--- config.mk ---
export PLATFORM = sky130hd
export DESIGN_NAME = adder_arbiter
export DESIGN_NICKNAME = d
export VERILOG_FILES = /design/src/rtl/adder_arbiter.sv
export SDC_FILE = /design/constraint.sdc
export NUM_CORES = 1
export LEC_CHECK = 0
export CAP_MARGIN = 20
export CORE_UTILIZATION = 48
export CTS_CLUSTER_SIZE = 40
export DETAILED_ROUTE_END_ITERATION = 8
export DONT_BUFFER_PORTS = 1
export GPL_ROUTABILITY_DRIVEN = 0
export REMOVE_ABC_BUFFERS = 1
export SYNTH_ARGS = -nofsm -noshare
export SYNTH_HDL_FRONTEND = slang
export SYNTH_SLANG_ARGS = --single-unit
--- constraint.sdc ---
create_clock -name clk -period 4.2 [get_ports clk]
set_input_delay 0.84 -clock clk [delete_from_list [all_inputs] [get_ports clk]]
set_output_delay 0.84 -clock clk [all_outputs]
set_load 0.05 [all_outputs]
--- src/rtl/adder_arbiter.sv ---
// adder_arbiter: shares one n-bit adder among four requesters.
//
// The arbiter grants one requester at a time in round-robin order and
// registers its operands. It then drives the shared adder and returns the
// registered sum, with carry and signed-overflow flags, on one response
// channel that supports backpressure.
//
// Ports:
//   clk        rising-edge clock
//   rst_n      asynchronous active-low reset
//   req_valid  [3:0]     per-requester request valid
//   req_a      [4*n-1:0] packed operand A, requester i at [i*n +: n]
//   req_b      [4*n-1:0] packed operand B, same packing
//   req_ready  [3:0]     one-hot grant/accept (combinational, IDLE only)
//   rsp_valid            registered response valid
//   rsp_ready            consumer accepts response
//   rsp_id     [1:0]     index of the requester that owns the response
//   rsp_y      [n-1:0]   sum A+B mod 2^n
//   rsp_carry            unsigned carry out of bit n-1
//   rsp_ovf              signed overflow
//   busy                 high whenever the arbiter is not idle

// Shared combinational adder: Y = A + B mod 2^n.
module adder #(
  parameter int unsigned n = 32
) (
  input  logic [n-1:0] A,
  input  logic [n-1:0] B,
  output logic [n-1:0] Y
);

  assign Y = A + B;

endmodule

module adder_arbiter #(
  parameter int unsigned n = 32
) (
  input  logic           clk,
  input  logic           rst_n,
  input  logic [3:0]     req_valid,
  input  logic [4*n-1:0] req_a,
  input  logic [4*n-1:0] req_b,
  output logic [3:0]     req_ready,
  output logic           rsp_valid,
  input  logic           rsp_ready,
  output logic [1:0]     rsp_id,
  output logic [n-1:0]   rsp_y,
  output logic           rsp_carry,
  output logic           rsp_ovf,
  output logic           busy
);

  typedef enum logic [1:0] {StIdle, StAdd, StResp} state_e;

  state_e       state_q, state_d;
  logic [1:0]   rr_ptr_q;
  logic [n-1:0] op_a_q, op_b_q;
  logic [1:0]   owner_q;
  logic         rsp_valid_q;
  logic [1:0]   rsp_id_q;
  logic [n-1:0] rsp_y_q;
  logic         rsp_carry_q, rsp_ovf_q;

  logic         grant_valid;
  logic [1:0]   grant_idx;
  logic [1:0]   cand;
  logic         load_op, load_rsp, clr_rsp;
  logic [n-1:0] sum;

  // Round-robin pick: scan from the highest offset down so the requester
  // closest to rr_ptr_q is the one left standing.
  always_comb begin
    grant_valid = 1'b0;
    grant_idx   = rr_ptr_q;
    cand        = rr_ptr_q;
    for (int k = 3; k >= 0; k--) begin
      cand = rr_ptr_q + 2'(k);
      if (req_valid[cand]) begin
        grant_valid = 1'b1;
        grant_idx   = cand;
      end
    end
  end

  always_comb begin
    state_d   = state_q;
    req_ready = 4'b0000;
    load_op   = 1'b0;
    load_rsp  = 1'b0;
    clr_rsp   = 1'b0;
    unique case (state_q)
      StIdle: begin
        // Gated by rst_n so no grant is advertised while reset is held.
        if (grant_valid && rst_n) begin
          req_ready = 4'b0001 << grant_idx;
          load_op   = 1'b1;
          state_d   = StAdd;
        end
      end
      StAdd: begin
        load_rsp = 1'b1;
        state_d  = StResp;
      end
      StResp: begin
        if (rsp_ready) begin
          clr_rsp = 1'b1;
          state_d = StIdle;
        end
      end
      default: state_d = StIdle;
    endcase
  end

  adder #(
    .n(n)
  ) u_adder (
    .A(op_a_q),
    .B(op_b_q),
    .Y(sum)
  );

  always_ff @(posedge clk or negedge rst_n) begin
    if (!rst_n) begin
      state_q <= StIdle;
    end else begin
      state_q <= state_d;
    end
  end

  always_ff @(posedge clk or negedge rst_n) begin
    if (!rst_n) begin
      rr_ptr_q <= 2'd0;
      op_a_q   <= '0;
      op_b_q   <= '0;
      owner_q  <= 2'd0;
    end else if (load_op) begin
      rr_ptr_q <= grant_idx + 2'd1;
      op_a_q   <= req_a[32'(grant_idx) * n +: n];
      op_b_q   <= req_b[32'(grant_idx) * n +: n];
      owner_q  <= grant_idx;
    end
  end

  // The payload is only written on the ADD edge. It keeps its value after the
  // handshake, so only rsp_valid is cleared.
  always_ff @(posedge clk or negedge rst_n) begin
    if (!rst_n) begin
      rsp_valid_q <= 1'b0;
      rsp_id_q    <= 2'd0;
      rsp_y_q     <= '0;
      rsp_carry_q <= 1'b0;
      rsp_ovf_q   <= 1'b0;
    end else if (load_rsp) begin
      rsp_valid_q <= 1'b1;
      rsp_id_q    <= owner_q;
      rsp_y_q     <= sum;
      // The mod-2^n sum wrapped iff it is smaller than either operand.
      rsp_carry_q <= (sum < op_a_q);
      rsp_ovf_q   <= (op_a_q[n-1] == op_b_q[n-1]) && (sum[n-1] != op_a_q[n-1]);
    end else if (clr_rsp) begin
      rsp_valid_q <= 1'b0;
    end
  end

  assign rsp_valid = rsp_valid_q;
  assign rsp_id    = rsp_id_q;
  assign rsp_y     = rsp_y_q;
  assign rsp_carry = rsp_carry_q;
  assign rsp_ovf   = rsp_ovf_q;
  assign busy      = (state_q != StIdle);

endmodule

==> impl_metrics.json, run 1 <==
{
  "min_period_ns": 3.91,
  "crit_slowest_cell": "or4_4",
  "path_cells": "ha_1 > nand2_1 > or4_4 > or3_1 > o221ai_2 > nor2_2 > o21ai_0 > xor2_1 > ha_1 > nand4_1 > nor2_1 > nand3_1 > nor4_1 > a221oi_1",
  "final_common_cell": "nand2_1",
  "slew_headroom": 0.498,
  "first_pass_iters": 5,
  "hold_path.class": "in -> async",
  "grt.overflow.total": 0,
  "tightest_slew_ns": 0.751,
  "slew_viol_final": 0,
  "crit_arrival_ns": 4.13,
  "postRouteAntennaNets": 0,
  "wl_per_cell_microns": 16.3,
  "synth_ff_type": "dfrtp_1",
  "htreeDepth": 3,
  "antenna_found_initial": 0,
  "yosys_warnings": 0,
  "cp_top_family": "simple AND/OR/NAND/NOR gates",
  "async_flop_share": 1.00,
  "grt_max_degree": 130,
  "stdcell_area_sq_um": 9070,
  "synth_cells": 1206,
  "power.density_nw_per_um2": 1050,
  "pin_count": 305,
  "crit_required_ns": 4.42,
  "drt_iter0_drc": 460,
  "drc": 0,
  "num_rows": 48,
  "finalCritPeriodShare": 0.930,
  "drive_above_1_share": 0.0555,
  "grt_pass1_wl_microns": 35300,
  "track_usage": 0.247,
  "core_sq_um": 17300,
  "ys_seq_elements": 107,
  "dieArea_sq_um": 18300,
  "vias": 7809,
  "start_util": 0.492,
  "die-width_microns": 135,
  "max_stage_delay_ns": 0.54,
  "die_y_microns": 135,
  "path_max_fanout": 7,
  "postPlaceCellArea_sq_um": 8750,
  "routed_wl_microns": 22700,
  "max_freq_mhz": 256,
  "cts_buffer_depth": 2,
  "final_nets": 1495,
  "crit_path_end_kind": "register",
  "area_growth_pct": 6.51,
  "avgSynthCellArea_sq_um": 7.06,
  "postCtsHoldBufs": 0,
  "hold_viol_final": 0,
  "root_buffer": "clkbuf_16",
  "ir_drop_mv": 0.453,
  "port_buffers": 0,
  "grt_pass1_vias": 6830,
  "cp_num_buf_inv": 0,
  "cap_violations": 0,
  "status": "complete, no violations",
  "layout_common_cells": "nand2_1 (436), o21ai_0 (119), dfrtp_1 (107), nand3_1 (72), ha_1 (65)",
  "clkSlewWorstSetupHoldPaths_ns": 0.07,
  "nFillCells": 1759,
  "cts_tree": "done",
  "start_kind": "register",
  "setup_viol": 0,
  "cpMostUsedCell": "ha_1",
  "p_leak_nw": 4.36,
  "avgViaCountPerCell": 5.59,
  "finish.utilization": 0.524,
  "rsz0062_at_grt": "no",
  "fin_tns_setup_ns": 0,
  "crit_type": "reg -> reg",
  "cts_made_buffers": 9,
  "dp_hpwl_microns": 17100,
  "synth-seq-area-share": 0.315,
  "syn_area_sq_um": 8510,
  "antenna_cells": 0,
  "synth_enable_flop_cells": 0,
  "worstSkewPairLatency_ns": 0.36,
  "clkSinkCount": 107,
  "synth_cell_types": 60,
  "clock_skew_ns": 0.00481
}
-- worst paths after layout --
kind,to,startpoint,depth (start not counted),slack [ns]
worst min register to register,rsp_id[1]$_DFFE_PN0P_,owner_q[1]$_DFFE_PN0P_,2,0.47
worst max-delay path,rsp_carry$_DFFE_PN0P_,op_b_q[16]$_DFFE_PN0P_,14,0.29
min in group clk,rsp_id[1]$_DFFE_PN0P_,owner_q[1]$_DFFE_PN0P_,2,0.47
worst max register to register,rsp_carry$_DFFE_PN0P_,op_b_q[16]$_DFFE_PN0P_,14,0.29
max in group asynchronous,op_b_q[25]$_DFFE_PN0P_,rst_n,0,3.84
worst min-delay path,rsp_id[0]$_DFFE_PN0P_,rst_n,0,0.17
-- state kept, by name, summed over array words and instances (netlist names) --
name / flops
op_a_q: 32
rsp_valid: 1
rr_ptr_q: 2
owner_q: 2
rsp_ovf: 1
rsp_carry: 1
state_q: 2
rsp_id: 2
rsp_y: 32
op_b_q: 32
-- stage by stage --
stage	cells	hold WS, ns	setup WS, ns	power [W]
3_5_place_dp	1379	0.465	0.348	0.00864
5_1_grt	1396	0.162	0.0225	0.0105
2_1_floorplan	1137	0.439	-3.24	0.00711
4_1_cts	1395	0.160	0.320	0.00953
3_3_place_gp	1379	0.455	0.420	0.00860
6_report	1396	0.174	0.294	0.00952
-- power by group --
part | leakage [nW] | internal [W] | switching [W]
Clock | 0.142 | 0.000452 | 0.000386
Sequential | 1.31 | 0.00153 | 0.000968
Combinational | 2.91 | 0.00242 | 0.00376
Total | 4.36 | 0.00440 | 0.00512
-- timing repair --
item,in CTS,in global routing
resized for setup,0,2
buffers inserted,0,0
endpoints found under the setup margin,0,1
-- layout make-up --
cell class	instances	area, sq um	area share
sequential	107	2680	0.295
tap	225	282	0.0310
clock buffer	13	270	0.0298
timing repair buffer	18	198	0.0218
multi-input combinational	980	5430	0.599
clock inverter	3	21.3	0.00235
inverter	50	190	0.0210
-- routing by layer --
metal | vias up | routed length, microns | global-route usage
met1 | 3529 | 11100 | 0.353
met5 | - | 0 | 0
met4 | 0 | 337 | 0.0768
li1 | 4003 | - | -
met2 | 261 | 9880 | 0.385
met3 | 16 | 1380 | 0.0363
-- cells in the mapped netlist, drive strengths merged, types with 2 or more instances --
master | number | area (sq um)
xnor2 | 21 | 184
inv | 50 | 188
mux2 | 14 | 158
and2 | 8 | 51.3
a211o | 3 | 26.3
clkbuf | 63 | 239
o31ai | 6 | 45.0
o21bai | 5 | 37.5
ha | 65 | 813
nand4 | 11 | 68.8
nor2 | 35 | 134
o221ai | 2 | 23.8
nor3 | 6 | 30.0
a2111oi | 3 | 26.3
nand2 | 437 | 1640
or4 | 2 | 18.8
nand2b | 4 | 25.0
xor2 | 7 | 61.3
and3 | 3 | 18.8
buf | 6 | 26.3
a31oi | 3 | 18.8
a311oi | 2 | 17.5
a21oi | 52 | 260
nor2b | 9 | 56.3
a211oi | 3 | 22.5
nand3 | 73 | 365
o21ai | 119 | 596
or3 | 3 | 18.8
o211ai | 38 | 285
or2 | 4 | 25.0
dfrtp | 107 | 2680
o21a | 6 | 45.0
a21o | 16 | 120
a221oi | 2 | 17.5
-- cells by family (layout without fill, tap and decap cells) --
family,count (synthesis),in the layout,share of synthesized area
and+or+nand+nor,600,600,0.293
AOI/OAI and AO/OA,272,272,0.194
buffers and inverters,119,84,0.0532
DFF,107,107,0.315
adders and majority gates,66,66,0.0979
xor gates and xnor gates,28,28,0.0288
muxes,14,14,0.0185
(Power assumes the default switching activity.)
==> run 2, diff against run 1 <==
==> constraint.sdc (replaced) <==
create_clock -name clk -period 4.1 [get_ports clk]
set_input_delay 0.82 -clock clk [delete_from_list [all_inputs] [get_ports clk]]
set_output_delay 0.82 -clock clk [all_outputs]
set_load 0.05 [all_outputs]
==> run 2 against run 1 <==
  * Wire length shrank 1.0%
  * Critical path depth grew 1
  * Die area is the same
  * Cell count about the same
  * Critical path type unchanged
==> impl_metrics.json, run 2 (same netlist as run 1, synthesis figures left out) <==
{
  "p_leak_nw": 4.36,
  "cp_top_family": "compound AO/OA/AOI/OAI gates",
  "clkSlewWorstSetupHoldPaths_ns": 0.07,
  "layout_common_cells": "nand2_1 (436), o21ai_0 (118), dfrtp_1 (107), nand3_1 (72), ha_1 (61)",
  "reg2reg_from": "op_b_q[10]$_DFFE_PN0P_",
  "whs_ns": 0.162,
  "avgViaCountPerCell": 5.56,
  "dieArea_sq_um": 18300,
  "max_stage_delay_ns": 0.40,
  "dp_hpwl_microns": 17100,
  "final_nets": 1496,
  "power.density_nw_per_um2": 1080,
  "first_pass_iters": 5,
  "root_buffer": "clkbuf_16",
  "setup_viol": 0,
  "wl_per_cell_microns": 16.1,
  "core_sq_um": 17300,
  "slew_headroom": 0.336,
  "final_common_cell": "nand2_1",
  "crit_type": "reg -> reg",
  "worstSkewPairLatency_ns": 0.35,
  "htreeDepth": 3,
  "vias": 7764,
  "track_usage": 0.247,
  "fin_tns_setup_ns": 0,
  "crit_slowest_cell": "dfrtp_1",
  "grt_pass1_vias": 7020,
  "stdcell_area_sq_um": 9100,
  "reg2reg_to": "rsp_carry$_DFFE_PN0P_",
  "num_rows": 48,
  "postPlaceCellArea_sq_um": 8760,
  "path_max_fanout": 7,
  "worstRegToRegCells": 15,
  "clock_skew_ns": 0.00636,
  "path_cells": "ha_2 > nand4_1 > or3_1 > a311o_1 > nand2_1 > a31oi_1 > xnor2_1 > ha_1 > a21o_1 > a21o_1 > a21oi_1 > nor2_1 > a2111oi_1 > nor3_1 > a221oi_1",
  "fin_cells": 1397,
  "crit_required_ns": 4.35,
  "crit_arrival_ns": 4.08,
  "clkSinkCount": 107,
  "cts_tree": "done",
  "grt.overflow.total": 0,
  "grt_pass1_wl_microns": 35500,
  "finalCritPeriodShare": 0.934,
  "min_period_ns": 3.83,
  "antenna_found_initial": 0,
  "cpMostUsedCell": "a21o_1",
  "crit_path_end_kind": "register",
  "grt_max_degree": 109,
  "slew_viol_final": 0,
  "cap_violations": 0,
  "rrSetupSlack_ns": 0.27,
  "drive_above_1_share": 0.0606,
  "die-width_microns": 135,
  "tightest_slew_ns": 0.993,
  "start_util": 0.492,
  "ir_drop_mv": 0.469,
  "hold_path.class": "in -> async",
  "max_freq_mhz": 261,
  "postRouteAntennaNets": 0,
  "cts_made_buffers": 9,
  "nFillCells": 1736,
  "cts_buffer_depth": 2,
  "dp.cells": 1380,
  "finish.utilization": 0.526,
  "status": "complete, no violations",
  "hold_viol_final": 0,
  "die_y_microns": 135,
  "pin_count": 305,
  "drc": 0,
  "area_growth_pct": 6.85,
  "start_kind": "register",
  "port_buffers": 0,
  "cp_num_buf_inv": 0,
  "routed_wl_microns": 22500,
  "antenna_cells": 0,
  "drt_iter0_drc": 389
}
## run 2: changes by cell type in the layout (fill, tap and decap cells not counted), sizes merged
cell	previous run	this run
buf	18	19
bufinv	0	1
clkbuf	13	12
## run 2: area by class of cell
type	instances	area (sq um)	share of cell area
inverters	50	190	0.0209
flip-flops and latches	107	2680	0.294
clock inverters	4	47.5	0.00523
repair buffers	19	193	0.0212
multi-input cells	980	5440	0.598
clock buffers	12	267	0.0293
well taps	225	282	0.0309
## run 2: what timing repair did
item	CTS	global route
setup buffers	0	1
resized for setup	0	7
hold buffers	0	0
endpoints found under the setup margin	0	1
## run 2: worst max path at each step
| stage | start | endpoint | slack, ns | cells after the start |
|---|---|---|---|---|
| final | op_b_q[10]$_DFFE_PN0P_ | rsp_carry$_DFFE_PN0P_ | 0.27 | 15 |
| after global routing | op_a_q[0]$_DFFE_PN0P_ | rsp_carry$_DFFE_PN0P_ | -0.11 | 16 |
| after CTS | op_a_q[17]$_DFFE_PN0P_ | rsp_carry$_DFFE_PN0P_ | 0.20 | 14 |
| after detailed placement | op_a_q[18]$_DFFE_PN0P_ | rsp_carry$_DFFE_PN0P_ | 0.23 | 14 |
| after global placement | op_a_q[17]$_DFFE_PN0P_ | rsp_carry$_DFFE_PN0P_ | 0.33 | 14 |
| after floorplan | req_valid[0] | req_ready[2] | -3.30 | 7 |
## run 2: through the flow
stage	setup WS (ns)	total power [W]
floorplan	-3.30	0.00729
global placement	0.334	0.00882
detailed placement	0.230	0.00887
CTS	0.195	0.00983
global route	-0.114	0.0109
finish	0.271	0.00985
## run 2: per-layer routing
metal  global-route usage  share of wire
met4               0.0493         0.0085
met2                0.391           0.44
met3               0.0483          0.062
met1                0.351           0.49
met5                    0              0
## run 2: where the power goes
part | total (W) | internal, W | switching [W]
combinational | 0.00638 | 0.00251 | 0.00386
clock | 0.000914 | 0.000522 | 0.000392
sequential | 0.00256 | 0.00157 | 0.000986
==> run 3, diff against run 2 <==
--- a/config.mk
+++ b/config.mk
@@ -6,12 +6,16 @@
 export NUM_CORES = 1
 export LEC_CHECK = 0
 export CAP_MARGIN = 20
-export CORE_UTILIZATION = 48
+export CELL_PAD_IN_SITES_DETAIL_PLACEMENT = 0
+export CELL_PAD_IN_SITES_GLOBAL_PLACEMENT = 2
+export CORE_UTILIZATION = 34
 export CTS_CLUSTER_SIZE = 40
 export DETAILED_ROUTE_END_ITERATION = 8
 export DONT_BUFFER_PORTS = 1
 export GPL_ROUTABILITY_DRIVEN = 0
+export PLACE_DENSITY_LB_ADDON = 0.1
 export REMOVE_ABC_BUFFERS = 1
+export SKIP_LAST_GASP = 1
 export SYNTH_ARGS = -nofsm -noshare
 export SYNTH_HDL_FRONTEND = slang
 export SYNTH_SLANG_ARGS = --single-unit
==> run 3 against run 2 <==
  * Sequential power is essentially flat
  * Wire length grew 11%
  * Combinational power grew 3%
  * First-iteration DRC count shrank 12%
  * Global-route usage shrank 5.3 points
==> impl_metrics.json, run 3 (same netlist as run 1, synthesis figures left out) <==
{
  "clkSinkCount": 107,
  "wl_per_cell_microns": 16.7,
  "whs_ns": 0.152,
  "start_kind": "register",
  "htreeDepth": 3,
  "worstSkewPairLatency_ns": 0.35,
  "grt_max_degree": 109,
  "num_rows": 57,
  "drive_above_1_share": 0.0613,
  "clock_skew_ns": 0.0115,
  "pin_count": 305,
  "port_buffers": 0,
  "drt_iter0_drc": 342,
  "core_sq_um": 24500,
  "avgViaCountPerCell": 5.17,
  "power.density_nw_per_um2": 1080,
  "die-width_microns": 160,
  "hold_viol_final": 0,
  "crit_path_end_kind": "register",
  "postPlaceCellArea_sq_um": 8920,
  "stdcell_area_sq_um": 9260,
  "crit_arrival_ns": 4.04,
  "postRouteAntennaNets": 0,
  "vias": 7743,
  "rsz0062_at_grt": "no",
  "finalPower_w": 0.0100,
  "drc": 0,
  "area_growth_pct": 8.72,
  "setup_viol": 0,
  "slew_headroom": 0.349,
  "path_max_fanout": 7,
  "track_usage": 0.194,
  "cap_violations": 0,
  "layout_common_cells": "nand2_1 (436), o21ai_0 (117), dfrtp_1 (107), nand3_1 (72), ha_1 (65)",
  "min_period_ns": 3.82,
  "dp.cells": 1481,
  "dieArea_sq_um": 25700,
  "worstRegToRegCells": 14,
  "slew_viol_final": 0,
  "grt_pass1_wl_microns": 39700,
  "hold_path.class": "in -> async",
  "antenna_cells": 0,
  "die_y_microns": 160,
  "cts_made_buffers": 9,
  "final_nets": 1498,
  "antenna_found_initial": 0,
  "clkSlewWorstSetupHoldPaths_ns": 0.08,
  "p_leak_nw": 4.38,
  "ff_latch_area_sq_um": 2680,
  "dp_hpwl_microns": 18800,
  "multi_input_area_sq_um": 5460,
  "crit_required_ns": 4.32,
  "cts_tree": "done",
  "root_buffer": "clkbuf_16",
  "finalCritPeriodShare": 0.933,
  "first_pass_iters": 4,
  "ir_drop_mv": 0.291,
  "final_common_cell": "nand2_1",
  "postCtsHoldBufs": 0,
  "grt_pass1_vias": 7399,
  "routed_wl_microns": 25000,
  "max_freq_mhz": 261,
  "nFillCells": 2674,
  "crit_type": "reg -> reg",
  "start_util": 0.348,
  "fin_cells": 1498,
  "cts_buffer_depth": 2,
  "grt.overflow.total": 0,
  "tightest_slew_ns": 0.975,
  "status": "complete, no violations"
}
## run 3: cell types whose count changed in the layout (fill, tap and decap cells not counted), sizes merged
cell      delta
buf          +2
inv          +2
clkbuf       -1
clkinvlp     -1
## run 3: through the flow
stage                     TNS [ns]   util  setup WS, ns
final                            0  0.378         0.275
after global routing             0  0.378       0.00506
after CTS                        0  0.377         0.123
after detailed placement         0  0.365         0.141
after global placement           0  0.365         0.204
after floorplan            -181.98      -         -3.30
## run 3: final timing paths
path | from | end | slack, ns
worst max-delay path | op_a_q[16]$_DFFE_PN0P_ | rsp_carry$_DFFE_PN0P_ | 0.28
worst min-delay path | rst_n | state_q[1]$_DFFE_PN0P_ | 0.15
worst max register to register | op_a_q[16]$_DFFE_PN0P_ | rsp_carry$_DFFE_PN0P_ | 0.28
worst min register to register | owner_q[0]$_DFFE_PN0P_ | rsp_id[0]$_DFFE_PN0P_ | 0.48
max in group asynchronous | rst_n | rsp_carry$_DFFE_PN0P_ | 3.81
min in group clk | owner_q[0]$_DFFE_PN0P_ | rsp_id[0]$_DFFE_PN0P_ | 0.48
## run 3: layer usage
layer / track usage / routed length (microns)
met5: 0 / 0
met4: 0.0377 / 185
met3: 0.0294 / 1340
met2: 0.310 / 10700
met1: 0.278 / 12800
## run 3: timing repair
action / in CTS / in global routing
resized for setup: 0 / 9
endpoints found under the setup margin: 0 / 1
buffers inserted: 0 / 1
## run 3: worst max-delay path, stage by stage (launching register included)
cell      delay [ns]
dfrtp_1         0.38
ha_1            0.41
nand2_1         0.14
or4_4           0.55
or3_1           0.37
o221ai_2        0.23
o21bai_1        0.14
a21oi_1         0.22
nor2_1          0.08
ha_1            0.29
nand4_1         0.10
nor2_1          0.14
nand3_1         0.15
nor4_1          0.37
a221oi_1        0.13
## run 3: power by group
group          total [W]  switching [W]  internal [W]  leakage [nW]
combinational    0.00655        0.00400       0.00255          2.92
clock           0.000893       0.000413      0.000480         0.144
sequential       0.00257       0.000997       0.00157          1.31
total             0.0100        0.00541       0.00460          4.38
## run 3: final cells by class
class | count | share of cell area
repair buffers | 21 | 0.0251
well taps | 324 | 0.0438
multi-input cells | 980 | 0.589
flip-flops and latches | 107 | 0.289
inverters | 50 | 0.0205
clock inverters | 5 | 0.00662
clock buffers | 11 | 0.0251
